`src/rtl/pulse_width_decoder.sv`:
```
// pulse_width_decoder
// Measures the high width of an asynchronous pulse line in clock cycles and
// presents each measurement as raw and offset-corrected values on a
// valid/ready output. A long low gap produces a zero-width result, and a line
// held high too long is reported as stuck instead of being measured.

module pulse_width_decoder #(
  parameter logic [31:0] OFFSET      = 32'd25000000,
  parameter logic [31:0] MIN_WIDTH   = 32'd2,
  parameter logic [31:0] MAX_WIDTH   = 32'd60000000,
  parameter logic [31:0] GAP_TIMEOUT = 32'd100000000
) (
  input  logic        clock_50_mhz,
  input  logic        reset_n,
  input  logic        pulse_in,
  output logic [31:0] count_raw,
  output logic [31:0] count_signed,
  output logic        count_valid,
  input  logic        count_ready,
  output logic [15:0] frame_count,
  output logic        overrun,
  output logic        stuck
);

  localparam logic [1:0] ST_IDLE    = 2'd0;
  localparam logic [1:0] ST_MEASURE = 2'd1;
  localparam logic [1:0] ST_STUCK   = 2'd2;

  logic        r_sync1;
  logic        r_sync2;
  logic        r_p_d;
  logic [1:0]  r_state;
  logic [31:0] r_width;
  logic [31:0] r_gap;
  logic        r_stuck;
  logic [31:0] r_raw;
  logic [31:0] r_signed;
  logic        r_valid;
  logic [15:0] r_frame;
  logic        r_overrun;

  logic        w_rise;
  logic        w_fall;
  logic [31:0] w_width_next;
  logic [31:0] w_gap_next;
  logic        w_timeout;
  logic        w_result;
  logic [31:0] w_result_width;
  logic        w_accept;

  // r_sync2 is the synchronized line; r_p_d is its one-cycle-old copy.
  assign w_rise       = r_sync2 & ~r_p_d;
  assign w_fall       = ~r_sync2 & r_p_d;
  assign w_width_next = r_width + 32'd1;
  assign w_gap_next   = r_gap + 32'd1;
  assign w_timeout    = (r_state == ST_IDLE) && !r_sync2 && (w_gap_next == GAP_TIMEOUT);
  assign w_accept     = r_valid & count_ready;

  // Two-flop synchronizer plus the delayed copy used for edge detection.
  always_ff @(posedge clock_50_mhz) begin
    // NOTE: reset is sampled on the clock edge, so it sits inside the clocked branch, not the sensitivity list.
    if (!reset_n) begin
      r_sync1 <= 1'b0;
      r_sync2 <= 1'b0;
      r_p_d   <= 1'b0;
    end else begin
      // NOTE: non-blocking assignments let every flop sample the old value of its neighbour, forming a real shift chain.
      r_sync1 <= pulse_in;
      r_sync2 <= r_sync1;
      r_p_d   <= r_sync2;
    end
  end

  // Decide whether this cycle produces a result and which width it carries.
  always_comb begin
    // NOTE: defaults first so every path assigns every output and no latch is inferred.
    w_result       = 1'b0;
    w_result_width = 32'd0;
    if (r_state == ST_MEASURE && w_fall && (r_width >= MIN_WIDTH)) begin
      w_result       = 1'b1;
      w_result_width = r_width;
    end else if (w_timeout) begin
      w_result       = 1'b1;
      w_result_width = 32'd0;
    end
  end

  // Measurement FSM with width and gap counters; width saturates at MAX_WIDTH by entering STUCK.
  always_ff @(posedge clock_50_mhz) begin
    if (!reset_n) begin
      r_state <= ST_IDLE;
      r_width <= 32'd0;
      r_gap   <= 32'd0;
      r_stuck <= 1'b0;
    end else begin
      case (r_state)
        ST_IDLE: begin
          if (w_rise) begin
            r_state <= ST_MEASURE;
            r_width <= 32'd1;
            r_gap   <= 32'd0;
          end else if (!r_sync2) begin
            r_gap <= w_timeout ? 32'd0 : w_gap_next;
          end
        end
        ST_MEASURE: begin
          if (w_fall) begin
            r_state <= ST_IDLE;
          end else if (r_sync2) begin
            r_width <= w_width_next;
            if (w_width_next == MAX_WIDTH) begin
              r_state <= ST_STUCK;
              r_stuck <= 1'b1;
            end
          end
        end
        ST_STUCK: begin
          if (w_fall) begin
            r_state <= ST_IDLE;
            r_stuck <= 1'b0;
          end
        end
        default: r_state <= ST_IDLE;
      endcase
    end
  end

  // Output holding register with valid/ready handshake, frame counter and sticky overrun.
  always_ff @(posedge clock_50_mhz) begin
    if (!reset_n) begin
      r_raw     <= 32'd0;
      r_signed  <= 32'd0;
      r_valid   <= 1'b0;
      r_frame   <= 16'd0;
      r_overrun <= 1'b0;
    end else begin
      if (w_accept) begin
        r_frame <= r_frame + 16'd1;
      end
      if (w_result) begin
        if (!r_valid || w_accept) begin
          r_raw    <= w_result_width;
          r_signed <= w_result_width - OFFSET;
          r_valid  <= 1'b1;
        end else begin
          r_overrun <= 1'b1;
        end
      end else if (w_accept) begin
        r_valid <= 1'b0;
      end
    end
  end

  assign count_raw    = r_raw;
  assign count_signed = r_signed;
  assign count_valid  = r_valid;
  assign frame_count  = r_frame;
  assign overrun      = r_overrun;
  assign stuck        = r_stuck;

endmodule

```
`config.mk`:
```
export PLATFORM = sky130hd
export DESIGN_NAME = pulse_width_decoder
export DESIGN_NICKNAME = d
export VERILOG_FILES = /design/src/rtl/pulse_width_decoder.sv
export SDC_FILE = /design/constraint.sdc
export NUM_CORES = 1
export LEC_CHECK = 0
export ABC_CLOCK_PERIOD_IN_PS = 5600
export CAP_MARGIN = 40
export CORE_ASPECT_RATIO = 1.1
export CORE_MARGIN = 3
export CORE_UTILIZATION = 40
export CTS_CLUSTER_SIZE = 16
export DETAILED_ROUTE_END_ITERATION = 6
export RECOVER_POWER = 100
export SLEW_MARGIN = 20
export SYNTH_ARGS = -nofsm -noshare
export SYNTH_HDL_FRONTEND = slang
export SYNTH_SLANG_ARGS = --single-unit
```
`constraint.sdc`:
```
create_clock -name clock_50_mhz -period 5.6 [get_ports clock_50_mhz]
set_input_delay 1.12 -clock clock_50_mhz [delete_from_list [all_inputs] [get_ports clock_50_mhz]]
set_output_delay 1.12 -clock clock_50_mhz [all_outputs]
set_load 0.005 [all_outputs]
```
# Yosys cells after proc, flatten, opt, wreduce, memory -nomap -nowiden
# Index checks and enable logic that the tools add are counted.
# totals
mem_bits_ro,0
in_bits,4
output_inout_bits,83
mem_bits_rw,0
latchBits,0
reg_bits,152
wordCells,78
n_memories,0
# op_classes
div,0
n_mul,0
shift,0
magnitude_cmp,1
n_eq_ne,13
n_addsub,4
n_bitwise,6
mux,24
n_reduce_logical,18
# op_table
op,count
$mux 32,7
$add 32x1->32 const B,2
$pmux 32 s2,1
$eq 32x26->1 const B,1
$eq 32x27->1 const B,1
$ge 32x2->1 const B,1
$sub 32x25->32 const B,1
$add 16x1->16 const B,1
$mux 2,5
$mux 1,9
$ne 2x2->1 const B,4
$reduce_and 2->1,4
$reduce_and 4->1,2
$ne 2x1->1 const B,3
$pmux 2 s3,1
$reduce_bool 2->1,3
$reduce_and 5->1,1
$logic_and 1x1->1,4
$and 1x1->1,3
$ne 3x2->1 const B,1
$ne 3x3->1 const B,1
$not 1->1,3
$eq 2x1->1 const B,1
$eq 2x2->1 const B,1
other kinds (4),5

# Longest topological paths before layout
# depth
depth_word,7
depth_mapped,16
mapped_depth_nobuf,15

# Worst setup path after synthesis
# Ideal clock, no wire load.
# synth_timing
path_type,reg2reg
start,register r_width[31]
end,"register r_signed[26], in the netlist count_signed[26]"
path_buffers,2
synth_period_minus_slack_ns,4.052
path_stages_with_launch,15
setup_slack_ns,1.548
arrival_time_ns,3.933
t_required_ns,5.481
setup_ns,0.119
cell_sequence,dfxtp_1 clkbuf_1 or4_1 or4_1 o31a_1 clkbuf_1 nand2_1 ha_1 or4b_2 a21o_1 a21oi_1 o31ai_1 a21oi_1 xor2_1 o221a_2
# synth_between
elab_chain_cells,4
elab_cells_between_ends,6
classes_between,1 x add/sub; 1 x order compare; 2 x mux; 2 x reduce/logical
# synth_lines
element,line_no,rtl
"start, declared",33,logic [31:0] r_width;
"start signal, assigned",110,r_width <= w_width_next;
$ge 32x2->1 (*),79,if (r_state == ST_MEASURE && w_fall && (r_width >= MIN_WIDTH)) begin
$logic_and 1x1->1 (*),79,
$mux 32 / $mux 1 (equally long branches),79,
$sub 32x25->32 / $reduce_and 2->1 (equally long branches),n/a,
"end signal, assigned",143,r_signed <= w_result_width - OFFSET;
"end, declared",37,logic [31:0] r_signed;
# Mark *: on every way between the ends. The rest lies on a longest branch, timed or not.
# A chain may end at the register's enable or synchronous reset.

==> reports/metrics.yaml <==
outcome:
  outcome: "finished with violations"
  failed_checks: "max-capacitance violations, max-slew violations"
synth:
  synth_cell_types: 76
  syn_nets: 983
  synthArstFlopShare_pct: 0
  syn_area_per_cell_um2: 8.097
  yosys_most_used_dff: "dfxtp_1"
  yosysMostFrequentCell: "dfxtp_1"
  synth_common_cells: "146 x dfxtp_1, 92 x nand2_1, 75 x nor2_1, 74 x clkbuf_1, 56 x nand3_1"
  ys_seq_elements: 146
  netlist_area_mm2: 0.007879
  synth_area_leader_cell: "dfxtp_1"
  synth_top_area_share_pct: 37.10
  yosys-top-cells-area: "dfxtp_1 37%, a22o_1 4.6%, nand2_1 4.4%"
  yosys_warnings: 0
  synth-edff-count: 0
  postSynthCellCount: 973
  ys_seq_area_share_pct: 37.10
place:
  io_buffers: 86
  pre_cts_ws_ns: 1.005
  gp_congestion: 0.8771
  place_inst: 1222
  post-dp-hpwl_mm: 15.14
setup_path:
  r2r_end: "count_signed[31]$_SDFFE_PN0P_"
  endpoint_kind: "register"
  path_max_fanout: 29
  cp_slowest_cell: "a21oi_1"
  required_ns: 5.96
  arrival_ns: 5.12
  path_class: "in2reg"
  start_kind: "input pin"
  reg2reg_slack_ns: 0.98
  max_stage_delay_ns: 1.21
  worst_r2r_startpoint: "r_gap[0]$_SDFFE_PN0P_"
  r2r_cells: 9
  crit_chain: "dlygate4sd3_1 -> clkbuf_1 -> inv_1 -> a21oi_1 -> buf_4 -> a22o_1"
floorplan:
  die_w_um: 139.8
  start_util_pct: 40.97
  die_y_um: 153.2
  die_area_mm2: 0.02142
  ios: 87
  core_mm2: 0.01923
  row_count: 53
hold_path:
  hold_end: "r_sync2$_SDFF_PN0_"
  holdCritStartpoint: "r_sync1$_SDFF_PN0_"
  hold_class: "reg2reg"
  min_path_cells: 1
power_and_ir_drop:
  vdd_drop_max_mv: 0.2234
  switchingPower_uw: 494.9
  p_leak_uw: 0.003457
  p_comb_share_pct: 2.9
  p_clk_share_pct: 50.3
  power.density_mw_per_mm2: 241.8
  swShare_pct: 22.07
  p_int_uw: 1747
  power_frac_seq_pct: 46.8
drt:
  initialDrtViolationCount: 539
  via_per_inst: 5.817
  routedWlPerCell_um: 17.41
  final_antenna_net_count: 0
  drcViolationCount: 0
  drtPass1Iterations: 5
  wl_mm: 21.89
  via_count: 7312
global_routing:
  antenna_found_initial: 0
  grtUsageTotal_pct: 19.92
  grt_remaining_overflow: 0
  grt_pass1_wl_mm: 35.56
  grt_max_degree: 41
  grt_pass1_vias: 6710
cts:
  clk_latency_ns: 0.43
  postCtsResizedCells: 0
  cts_tree: "built"
  h-tree-depth: 4
  postCtsSetupRepairBufs: 0
  cts_hold_buffers: 0
  cts.path.max_buffers: 2
  clock-root-buffer: "clkbuf_16"
  clk_pin_slew_ns: 0.06
  cts_made_buffers: 17
  cts_sinks: 146
timing:
  hold_viol: 0
  slew_viol_final: 35
  worst_slack_ns: 0.8454
  fmax_ghz: 0.2103
  relSlewSlack_pct: -7.129
  fin_setup_tns_ns: 0
  period_share_pct: 84.90
  setup_viol: 0
  fin_crit_ns: 4.755
  grt_setup_unrepaired: "false"
  worst_slew_pin_slew_ns: 1.607
  fin_skew_ns: 0.01097
layout:
  fillerInstances: 1900
  layout-drive-gt1-share_pct: 6.436
  layout.nets: 1007
  syn_to_final_growth_pct: 17.69
  diodes: 0
  final_cells: 1257
  finish.utilization_pct: 48.22
job:
  maxCapViolCount: 1
[critical path, delay by kind of cell]
kind | cells | cell delay (ns)
AOI/OAI and AO/OA | 2 | 1.38
buffers and inverters | 4 | 2.59
[cell usage in the layout (no fill, tap or decap), types with 12 or more instances in the layout]
master         instances
o21ai_0               48
and3_1                22
nor3_1                30
a31oi_1               12
dlygate4sd3_1         84
nand4_1               28
xnor2_1               30
a211oi_1              12
clkbuf_16             17
or3_1                 13
a22o_1                41
inv_1                 19
dfxtp_1              146
nand3_1               56
nand2_1               92
nor4_1                13
a21oi_1               54
xor2_1                27
nor2_1                75
[cell families after synthesis]
family | after synthesis | synth area share [%]
flip-flops | 146 | 37.10
AND/OR/NAND/NOR | 394 | 25.84
buffers and inverters | 115 | 6.320
AO/OA/AOI/OAI | 250 | 22.76
XOR/XNOR | 57 | 6.336
adder cells (fa/ha/maj) | 6 | 0.9528
multiplexers | 5 | 0.6987
[sequential cells by signal, indices dropped and copies added, names as in the netlist]
| name | flops |
|---|---|
| r_gap | 32 |
| count_raw | 32 |
| overrun | 1 |
| r_sync1 | 1 |
| r_p_d | 1 |
| count_signed | 26 |
| frame_count | 16 |
| stuck | 1 |
| count_valid | 1 |
| r_width | 32 |
| r_sync2 | 1 |
| r_state | 2 |
[final cells by class]
type	instances	area (um2)	area share (%)
tap	247	309.0	3.333
clock inverter	10	107.6	1.160
multi-input combinational	712	4415	47.62
sequential	146	2923	31.52
clock buffer	22	474.2	5.114
inverter	20	75.07	0.8096
timing repair buffer	100	968.4	10.44
[per-layer routing]
layer | wire length (um) | track usage (%) | vias to the layer above
met5 | 0 | 0 | -
met4 | 491 | 6.830 | 0
met3 | 1074 | 4.161 | 44
met2 | 10540 | 33.30 | 203
met1 | 9788 | 25.54 | 3444
li1 | - | - | 3621
[metrics by stage]
| stage | hold WS, ns | instance area (um2) | power (uW) |
|---|---|---|---|
| after floorplan | 0.4119 | 7879 | 1117 |
| after global placement | 0.4570 | 8696 | 1135 |
| after detailed placement | 0.4537 | 8726 | 1137 |
| after CTS | 0.4705 | 9308 | 2259 |
| after global routing | 0.4766 | 9273 | 2315 |
| final | 0.4611 | 9273 | 2242 |
[power by group through the flow]
stage	combinational (uW)	clock, uW	sequential (uW)
after floorplan	48.9	0	1070
after global routing	70.4	1190	1050
after detailed placement	65.0	0	1070
after global placement	63.2	0	1070
final	64.2	1130	1050
after CTS	65.1	1140	1050
[how the worst max path moves through the flow]
| stage | startpoint | end | cells after the start |
|---|---|---|---|
| final | reset_n | count_signed[19]$_SDFFE_PN0P_ | 6 |
| after global routing | reset_n | count_raw[19]$_SDFFE_PN0P_ | 6 |
| after CTS | r_width[17]$_SDFFE_PN0P_ | count_signed[30]$_SDFFE_PN0P_ | 13 |
| after detailed placement | r_width[17]$_SDFFE_PN0P_ | count_signed[28]$_SDFFE_PN0P_ | 12 |
| after global placement | r_width[17]$_SDFFE_PN0P_ | count_signed[28]$_SDFFE_PN0P_ | 12 |
| after floorplan | r_width[31]$_SDFFE_PN0P_ | count_signed[26]$_SDFFE_PN0P_ | 14 |
(Power assumes the default switching activity.)
